===== src/rtl/multdiv_ctrl.sv =====
// Sequential signed 32-bit multiply (radix-2 Booth) and divide (restoring, on magnitudes).
// Both take 32 iterations and report through a one-cycle data_resultRDY pulse.
module multdiv_ctrl (
    input  logic        clk,
    input  logic        ctrl_reset,
    input  logic        ctrl_MULT,
    input  logic        ctrl_DIV,
    input  logic [31:0] data_operandA,
    input  logic [31:0] data_operandB,
    output logic [31:0] data_result,
    output logic        data_exception,
    output logic        data_resultRDY
);

    typedef enum logic [1:0] {
        IDLE     = 2'd0,
        MULT_RUN = 2'd1,
        DIV_RUN  = 2'd2,
        DONE     = 2'd3
    } state_t;

    state_t      state_r;
    state_t      nextState_s;
    logic [4:0]  iterCnt_r;

    // Multiply working register {acc, mplr, boothBit} and the multiplicand.
    logic [64:0] booth_r;
    logic [31:0] mcand_r;

    // Divide working registers; magnitudes only, sign and special cases kept aside.
    logic [31:0] quot_r;
    logic [31:0] rem_r;
    logic [31:0] divisor_r;
    logic        negQuot_r;
    logic        divZero_r;
    logic        divOvf_r;

    logic [31:0] result_r;
    logic        exception_r;
    logic        resultRdy_r;

    logic        start_s;
    logic        lastIter_s;
    logic        multDone_s;
    logic        divDone_s;

    logic [32:0] boothSum_s;
    logic [64:0] boothNext_s;
    logic        multOvf_s;

    logic [32:0] remShift_s;
    logic [32:0] remDiff_s;
    logic [31:0] remNext_s;
    logic [31:0] quotNext_s;
    logic [31:0] divResult_s;

    function automatic logic [31:0] absVal(input logic [31:0] v);
        absVal = v[31] ? (32'd0 - v) : v;
    endfunction

    function automatic logic allSame(input logic [32:0] v);
        allSame = (&v) | (~|v);
    endfunction

    assign start_s    = ctrl_MULT | ctrl_DIV;
    assign lastIter_s = (iterCnt_r == 5'd31);
    assign multDone_s = (state_r == MULT_RUN) && lastIter_s && !start_s;
    assign divDone_s  = (state_r == DIV_RUN) && lastIter_s && !start_s;

    // Booth step: the sum is kept at 33 bits so the shift uses the true sign,
    // which keeps mcand = 0x80000000 correct without widening the register.
    always_comb begin
        boothSum_s  = {booth_r[64], booth_r[64:33]};
        case (booth_r[1:0])
            2'b01:   boothSum_s = {booth_r[64], booth_r[64:33]} + {mcand_r[31], mcand_r};
            2'b10:   boothSum_s = {booth_r[64], booth_r[64:33]} - {mcand_r[31], mcand_r};
            default: boothSum_s = {booth_r[64], booth_r[64:33]};
        endcase
        boothNext_s = {boothSum_s, booth_r[32:1]};
        multOvf_s   = !allSame(boothNext_s[64:32]);
    end

    // Restoring divide step on magnitudes plus final sign/special-case selection.
    always_comb begin
        remShift_s = {rem_r, quot_r[31]};
        remDiff_s  = remShift_s - {1'b0, divisor_r};
        if (!remDiff_s[32]) begin
            remNext_s  = remDiff_s[31:0];
            quotNext_s = {quot_r[30:0], 1'b1};
        end else begin
            remNext_s  = remShift_s[31:0];
            quotNext_s = {quot_r[30:0], 1'b0};
        end
        if (divZero_r) begin
            divResult_s = 32'd0;
        end else if (negQuot_r) begin
            divResult_s = 32'd0 - quotNext_s;
        end else begin
            divResult_s = quotNext_s;
        end
    end

    // State register.
    always_ff @(posedge clk) begin
        if (ctrl_reset) begin
            state_r <= IDLE;
        end else begin
            state_r <= nextState_s;
        end
    end

    // Next-state logic; a start wins from any state, multiply over divide.
    always_comb begin
        nextState_s = state_r;
        if (ctrl_MULT) begin
            nextState_s = MULT_RUN;
        end else if (ctrl_DIV) begin
            nextState_s = DIV_RUN;
        end else begin
            case (state_r)
                IDLE:     nextState_s = IDLE;
                MULT_RUN: nextState_s = lastIter_s ? DONE : MULT_RUN;
                DIV_RUN:  nextState_s = lastIter_s ? DONE : DIV_RUN;
                DONE:     nextState_s = IDLE;
                default:  nextState_s = IDLE;
            endcase
        end
    end

    // Datapath: operand capture on start, one iteration per edge while running.
    always_ff @(posedge clk) begin
        if (ctrl_reset) begin
            iterCnt_r   <= 5'd0;
            booth_r     <= 65'd0;
            mcand_r     <= 32'd0;
            quot_r      <= 32'd0;
            rem_r       <= 32'd0;
            divisor_r   <= 32'd0;
            negQuot_r   <= 1'b0;
            divZero_r   <= 1'b0;
            divOvf_r    <= 1'b0;
            result_r    <= 32'd0;
            exception_r <= 1'b0;
        end else if (start_s) begin
            iterCnt_r <= 5'd0;
            booth_r   <= {32'd0, data_operandB, 1'b0};
            mcand_r   <= data_operandA;
            quot_r    <= absVal(data_operandA);
            rem_r     <= 32'd0;
            divisor_r <= absVal(data_operandB);
            negQuot_r <= data_operandA[31] ^ data_operandB[31];
            divZero_r <= (data_operandB == 32'd0);
            divOvf_r  <= (data_operandA == 32'h8000_0000) && (data_operandB == 32'hFFFF_FFFF);
        end else begin
            case (state_r)
                MULT_RUN: begin
                    iterCnt_r <= iterCnt_r + 5'd1;
                    booth_r   <= boothNext_s;
                    if (lastIter_s) begin
                        result_r    <= boothNext_s[32:1];
                        exception_r <= multOvf_s;
                    end
                end
                DIV_RUN: begin
                    iterCnt_r <= iterCnt_r + 5'd1;
                    quot_r    <= quotNext_s;
                    rem_r     <= remNext_s;
                    if (lastIter_s) begin
                        result_r    <= divResult_s;
                        exception_r <= divZero_r | divOvf_r;
                    end
                end
                default: begin
                    iterCnt_r <= iterCnt_r;
                end
            endcase
        end
    end

    // Done pulse: high only in the cycle following the final iteration.
    always_ff @(posedge clk) begin
        if (ctrl_reset) begin
            resultRdy_r <= 1'b0;
        end else begin
            resultRdy_r <= multDone_s | divDone_s;
        end
    end

    assign data_result    = result_r;
    assign data_exception = exception_r;
    assign data_resultRDY = resultRdy_r;

endmodule


===== config.mk =====
export PLATFORM = sky130hd
export DESIGN_NAME = multdiv_ctrl
export DESIGN_NICKNAME = d
export VERILOG_FILES = /design/src/rtl/multdiv_ctrl.sv
export SDC_FILE = /design/constraint.sdc
export NUM_CORES = 1
export LEC_CHECK = 0
export CAP_MARGIN = 20
export CORE_ASPECT_RATIO = 1.4
export CORE_MARGIN = 5
export CORE_UTILIZATION = 49
export CTS_CLUSTER_DIAMETER = 40
export DETAILED_ROUTE_END_ITERATION = 12
export PLACE_DENSITY = 0.74
export SLEW_MARGIN = 20
export SYNTH_ARGS = -nofsm -noshare
export SYNTH_HDL_FRONTEND = slang
export SYNTH_SLANG_ARGS = --single-unit

===== constraint.sdc =====
create_clock -name clk -period 5.2 [get_ports clk]
set_input_delay 1.04 -clock clk [delete_from_list [all_inputs] [get_ports clk]]
set_output_delay 1.04 -clock clk [all_outputs]
set_load 0.05 [all_outputs]

==> results of run 1 <==
sequential cells by signal (all words and copies together) (netlist names):
name and cells:
data_exception 1, data_resultRDY 1, iterCnt_r 5, negQuot_r 1
divOvf_r 1, booth_r 65, divisor_r 32, quot_r 32
divZero_r 1, mcand_r 32, rem_r 32, state_r 2
data_result 32
through the flow:
step           utilization  worst slack [ns]
2_1_floorplan            -            0.4243
3_3_place_gp        0.5447            0.2157
3_5_place_dp        0.5447           0.05204
4_1_cts             0.5807           0.03352
5_1_grt             0.5829          -0.05175
6_report            0.5829            0.2134
where the power goes:
part	total, mW	switching, mW	internal, mW
clock network	2.42	0.916	1.51
logic	1.19	0.707	0.483
registers	2.03	0.120	1.91
total	5.65	1.74	3.90
layout make-up:
class                           count  share of cell area
Multi-Input combinational cell   1622              0.5695
Sequential cell                   237              0.2505
Timing Repair Buffer              152             0.07319
Clock buffer                       43             0.04994
Tap cell                          440             0.02906
Inverter                           80             0.01585
Clock inverter                     17             0.01196
cell usage in the layout, fill, tap and decap left out, types with 12 or more instances in the layout:
cell and count:
xnor2_1 113, o41ai_1 15, nand2_1 177, nor2b_1 13
nand3_1 25, o31ai_1 34, nand2b_1 15, or4_1 19
a221oi_1 28, a21o_1 31, o211ai_1 18, nand4_1 24
a31oi_1 14, and3_1 16, nor4_1 14, or3_1 27
buf_4 52, inv_1 79, o21a_1 12, nor2_1 247
clkdlybuf4s50_1 99, o21ai_0 114, nor3_1 36, ha_1 72
mux2i_1 106, clkbuf_16 35, xor2_1 46, a21oi_1 142
a211oi_1 124, and2_1 12, dfxtp_1 236, nor3b_1 15
Yosys cell counts (all sizes together) (4+ instances only):
master,n
xnor2,113
a21o,31
mux2,7
nand2,178
nor2,248
ha,74
nor3b,15
or3,27
and3,16
and2,12
nor3,38
o21ai,116
inv,79
nor2b,13
o211ai,18
nand4,24
nor4b,4
o311ai,7
o31ai,34
o21a,12
or2,7
xor2,46
a221oi,28
or4,22
a2111oi,4
o31a,5
a21boi,4
a21oi,143
clkbuf,112
buf,18
o41ai,16
dfxtp,237
mux2i,106
a211o,8
a311oi,5
o2111ai,5
nor4,17
nand3,25
a211oi,125
a31oi,14
o21bai,4
nand2b,16
cell families (layout without fill, tap and decap cells):
| family | count (synthesis) | in the layout |
|---|---|---|
| xor gates and xnor gates | 159 | 159 |
| buffers and inverters | 210 | 292 |
| AOI/OAI and AO/OA | 599 | 599 |
| adders and majority gates | 76 | 76 |
| and+or+nand+nor | 675 | 675 |
| DFF | 237 | 237 |
| muxes | 113 | 113 |
worst min-delay path: cells and delay by family, from the launching register on:
family          cells  cell delay (ns)
simple gates        1             0.04
compound gates      1             0.06
flops               1             0.33
metal layers:
metal,vias to the layer above,wire (um)
met2,595,24380
met4,0,3173
met3,162,3080
li1,7668,-
met5,-,0
met1,7431,19840
repair_timing:
action / in CTS / in global routing
gates resized for setup: 0 / 18
setup buffers: 0 / 0
endpoints found under the setup margin: 0 / 3
hold buffers: 0 / 0
worst max-delay path by stage:
stage	startpoint	endpoint	slack [ns]	cells after the start
4_1_cts	mcand_r[2]$_SDFFE_PP0N_	data_exception$_SDFFE_PP0P_	0.03	19
2_1_floorplan	quot_r[31]$_SDFFE_PP0P_	data_result[30]$_SDFFE_PP0P_	0.42	21
5_1_grt	mcand_r[2]$_SDFFE_PP0N_	data_exception$_SDFFE_PP0P_	-0.05	20
6_report	mcand_r[2]$_SDFFE_PP0N_	data_exception$_SDFFE_PP0P_	0.21	17
3_5_place_dp	mcand_r[2]$_SDFFE_PP0N_	data_exception$_SDFFE_PP0P_	0.05	19
3_3_place_gp	mcand_r[2]$_SDFFE_PP0N_	data_exception$_SDFFE_PP0P_	0.22	19
==> out/metrics.cfg, run 1 <==
[global_route]
grt_util_met2 = 0.4588
grt_max_degree = 103
grt_pass1_wl_mm = 81.21
antenna_found_initial = 0
grt.met1_usage = 0.3265
grtUsageMet3 = 0.03605
grt_pass1_vias = 15430
grt.total_usage = 0.2688
overflow = 0
grt.busiest_layer = met2

[detailed_routing]
wl_mm = 50.47
drc = 0
ant_nets = 0
first_iter_violations = 1166
first_pass_iters = 5
via_per_inst = 6.120
dr_total_vias = 15856
wl_per_cell_um = 19.48

[logic_synthesis]
ys_seq_area_frac = 0.2930
netlist_instances = 2069
muxShareOfSynthArea = 0.07039
synth-compound-area-share = 0.2458
syn_area_per_cell_um2 = 7.827
synth_top_cell_area_share = 0.2930
synth_top_family_by_area = compound AO/OA/AOI/OAI gates
synth_warnings = 0
synth.net_count = 2213
synth_cell_types = 68
synth_seq_cells = 237
mappedNetlistArea_um2 = 16190
yosysTopAreaCell = dfxtp_1
synth-edff-count = 0
synthFlopType = dfxtp_1
synth_adder_area_share = 0.05965
async_flop_share = 0
synth-simple-area-share = 0.1962
synth-xor-area-share = 0.08600
synth_area_leaders = dfxtp_1 29%, mux2i_1 6.6%, xnor2_1 6.1%

[placement]
numPortBuffers = 101
place_area_um2 = 17700
dpl.hpwl_mm = 36.85
gp_congestion = 0.9988
post-place-cells = 2531

[setup_path]
startpoint_type = flip-flop
cp_cell_sequence = or3_1, or3_1, nor3_1, nor2_1, xnor2_1, ha_1, and3_1, a221o_1, or3_1, o21a_1, a21oi_1, xor2_1, o21ai_0, nor2_1, or4b_2, o311ai_2, nand2_1
r2r_start = mcand_r[2]$_SDFFE_PP0N_
reg2reg_slack_ns = 0.21
reg2reg_to = data_exception$_SDFFE_PP0P_
cpMostUsedCell = or3_1
cp_num_buf_inv = 0
end_kind = flip-flop
worstPathMaxFanout = 5
critical_path.slowest_cell = or4b_2
crit_type = reg2reg
crit_required_ns = 5.60
cp_top_family = simple AND/OR/NAND/NOR gates
rr_worst_depth = 17
cp.arrival_ns = 5.39
max_stage_delay_ns = 0.61

[flow_run]
cap_violations = 0

[clock_tree]
cts-root-buf = clkbuf_16
cts_buffers = 34
clk_pin_slew_worst_paths_ns = 0.06
clock_path_buffers = 3
cts_sinks = 237
clk_latency_ns = 0.53
cts_tree = built
htree_levels = 2

[finish]
num_antenna_cells = 0
seq_area_um2 = 4746
fin_cells = 2591
fillers = 2894
final_area_um2 = 18940
drive_gt1_frac = 0.07113
syn_to_final_growth_pct = 16.98
fin_nets = 2271
multiInputGateArea_um2 = 10790

[die]
io_pins = 102
die_h_um = 225.1
coreArea_um2 = 32500
die_w_um = 163.6
initial_utilization = 0.4983
dieArea_um2 = 36830
num_rows = 78

[power_and_ir_drop]
p_leak_nw = 7.227
power.density_nw_per_um2 = 298.1
irDropWorstVdd_v = 0.0002642
p_total_mw = 5.646

[timing]
setup_viol = 0
fin_crit_sh = 0.9590
fin_tns_setup_ns = 0
max_slew_margin = 0.2899
holdWs_ns = 0.4609
max_freq_ghz = 0.2005
hold_viol = 0
slew_viol_final = 0
clock_skew_ns = 0.03070
worst_pin_slew_ns = 1.064
min_period_ns = 4.987

[worst_hold_path]
holdCritStartpoint = divOvf_r$_SDFFE_PP0N_
hold_depth = 2
hold_end = divOvf_r$_SDFFE_PP0N_
hp-class = reg2reg

[status]
status = complete, no violations

(Power assumes the default switching activity.)
==> run 2, diff against run 1 <==
- PLACE_DENSITY: 0.74 -> 0.68
==> run 2 against run 1 <==
Compared with the run above:
- global-route usage down 0.37 points
- wire length fell by 0.84%
- sequential share of layout area about the same
- worst hold slack better by 0.0017 ns
- largest cell class unchanged
==> out/metrics.cfg, run 2 (synthesized netlist as in run 1, its figures left out) <==
[placement]
dpl.hpwl_mm = 36.57  ; -0.76%
numPortBuffers = 101  ; unchanged
dp_slack_ns = 0.08747  ; +0.03542 ns
gp_congestion = 0.9154  ; -8.4%

[clock_tree]
cts_buffers = 35  ; +2.9%
clk_latency_ns = 0.54  ; about the same
cts_sinks = 237  ; unchanged
cts-root-buf = clkbuf_16
clk_pin_slew_worst_paths_ns = 0.06  ; about the same
htree_levels = 2  ; unchanged
postCtsHoldBufs = 0  ; unchanged
clock_path_buffers = 3  ; unchanged
cts_tree = built

[setup_path]
cp_num_buf_inv = 3  ; +3
cp_top_family = simple AND/OR/NAND/NOR gates
crit_type = reg2reg
cp.arrival_ns = 5.32  ; -0.07 ns
critical_path.slowest_cell = or4_1
crit_required_ns = 5.60  ; about the same
crit_cells = 21  ; +4
worstPathMaxFanout = 6  ; +1
max_stage_delay_ns = 0.41  ; -0.20 ns
end_kind = flip-flop
cp_cell_sequence = or3_1, or3_1, nor4_1, buf_4, a21o_1, o21ai_0, xnor2_1, ha_2, a21o_1, a21o_1, a21oi_1, buf_4, nand2_1, or4_1, nand3_2, nand3_1, nor4_4, buf_4, nand4_1, o311ai_1, nand2_1
startpoint_type = flip-flop
rr_worst_depth = 21  ; +4

[global_route]
overflow = 0  ; unchanged
grt.total_usage = 0.2652  ; -0.003662
grt_pass1_wl_mm = 79.49  ; -2.1%
grt_pass1_vias = 14982  ; -2.9%
antenna_found_initial = 2  ; +2
grt_max_degree = 103  ; unchanged

[flow_run]
cap_violations = 0  ; unchanged

[power_and_ir_drop]
sw_frac_of_total = 0.3158  ; +0.006995
power_frac_comb = 0.214  ; +0.003
power.density_nw_per_um2 = 295.4  ; -0.91%
power.internal_mw = 3.834  ; -1.8%
irDropWorstVdd_v = 0.0002883  ; +9.1%
seq_power_share = 0.362  ; +0.002
p_leak_nw = 7.228  ; about the same
p_clk_frac = 0.424  ; -0.005
power.switching_mw = 1.769  ; +1.5%

[timing]
clock_skew_ns = 0.03787  ; +0.007172 ns
max_slew_margin = 0.3135  ; +0.02365
fin_ws_ns = 0.2812  ; +0.06774 ns
worst_pin_slew_ns = 1.030  ; -0.03430 ns
holdWs_ns = 0.4627  ; +0.001711 ns
setup_viol = 0  ; unchanged
slew_viol_final = 0  ; unchanged
min_period_ns = 4.919  ; -0.06774 ns
rsz0062_at_grt = true
max_freq_ghz = 0.2033  ; +1.4%
hold_viol = 0  ; unchanged
fin_crit_sh = 0.9459  ; -0.01303

[die]
dieArea_um2 = 36830  ; unchanged
coreArea_um2 = 32500  ; unchanged
io_pins = 102  ; unchanged
die_w_um = 163.6  ; unchanged
initial_utilization = 0.4983  ; unchanged
num_rows = 78  ; unchanged
die_h_um = 225.1  ; unchanged

[finish]
seq_area_um2 = 4745  ; about the same
largest_reg_flops = 65  ; unchanged
num_antenna_cells = 0  ; unchanged
utilization = 0.5837  ; +0.0008470
mostFrequentLayoutCells = 246 x nor2_1, 237 x dfxtp_1, 177 x nand2_1, 142 x a21oi_1, 125 x a211oi_1
fin_nets = 2277  ; +0.26%
drive_gt1_frac = 0.07368  ; +0.002550
syn_to_final_growth_pct = 17.15
largest_register = booth_r
fillers = 2987  ; +3.2%
final_common_cell = nor2_1
multiInputGateArea_um2 = 10770  ; -0.14%

[detailed_routing]
ant_nets = 0  ; unchanged
wl_mm = 50.05  ; -0.84%
first_pass_iters = 5  ; unchanged
first_iter_violations = 957  ; -18%
drc = 0  ; unchanged
via_per_inst = 5.995  ; -2.0%
dr_total_vias = 15575  ; -1.8%
wl_per_cell_um = 19.26  ; -1.1%

[worst_hold_path]
hold_depth = 2  ; unchanged
hp-class = reg2reg

[status]
status = complete, no violations

[run 2: cell types whose count changed in the layout (fill, tap and decap cells not counted), moves of 2 or more]
cell	delta
buf_4	+5
clkbuf_1	-3
clkinv_4	+4
bufinv_16	-3
inv_8	-2
clkbuf_16	+2
clkinvlp_4	+3
[run 2: what timing repair did]
action	in CTS	in global routing
endpoints found under the setup margin	0	3
setup buffers	0	2
gates resized for setup	0	13
[run 2: power by group through the flow]
| stage | clock network [mW] | logic [mW] | registers (mW) |
|---|---|---|---|
| 3_3_place_gp | 0 | 1.15 | 2.06 |
| 6_report | 2.38 | 1.20 | 2.03 |
| 4_1_cts | 2.41 | 1.17 | 2.03 |
| 5_1_grt | 2.49 | 1.31 | 2.04 |
| 3_5_place_dp | 0 | 1.17 | 2.06 |
| 2_1_floorplan | 0 | 0.785 | 2.06 |
[run 2: worst paths after layout]
| check | slack (ns) | end | startpoint |
|---|---|---|---|
| worst min register to register | 0.46 | divOvf_r$_SDFFE_PP0N_ | divOvf_r$_SDFFE_PP0N_ |
| worst max-delay path | 0.28 | data_exception$_SDFFE_PP0P_ | mcand_r[2]$_SDFFE_PP0N_ |
| worst max register to register | 0.28 | data_exception$_SDFFE_PP0P_ | mcand_r[2]$_SDFFE_PP0N_ |
| worst min-delay path | 0.46 | divOvf_r$_SDFFE_PP0N_ | divOvf_r$_SDFFE_PP0N_ |
[run 2: worst reg2reg max path: cells and delay by family, from the launching register on]
kind / cells / cell delay, ns
AND/OR/NAND/NOR: 10 / 2.19
AO/OA/AOI/OAI: 6 / 1.12
buffers and inverters: 3 / 0.51
adder cells (fa/ha/maj): 1 / 0.36
flip-flops: 1 / 0.34
XOR/XNOR: 1 / 0.28
[run 2: per-stage QoR]
step	total power, mW	instances	cell area [um^2]	TNS, ns
6_report	5.603	2598	18970	0
5_1_grt	5.841	2598	18970	-0.02795
4_1_cts	5.614	2596	18900	0
3_5_place_dp	3.230	2534	17730	0
3_3_place_gp	3.216	2534	17730	0
2_1_floorplan	2.841	2069	16190	0
[run 2: layout make-up]
cell class | instances | share of cell area
Multi-Input combinational cell | 1622 | 0.5678
Timing Repair Buffer | 157 | 0.07532
Inverter | 80 | 0.01583
Tap cell | 440 | 0.02902
Clock inverter | 19 | 0.009234
Clock buffer | 43 | 0.05264
Sequential cell | 237 | 0.2501
[run 2: routing by layer]
layer  GRT usage  part of all wire  vias to the layer above
li1            -                 -                     7671
met1      0.3319              0.42                     7350
met2      0.4484              0.48                      421
met3     0.04007             0.050                      129
met4      0.1215             0.050                        4
met5           0           0.00054                        -
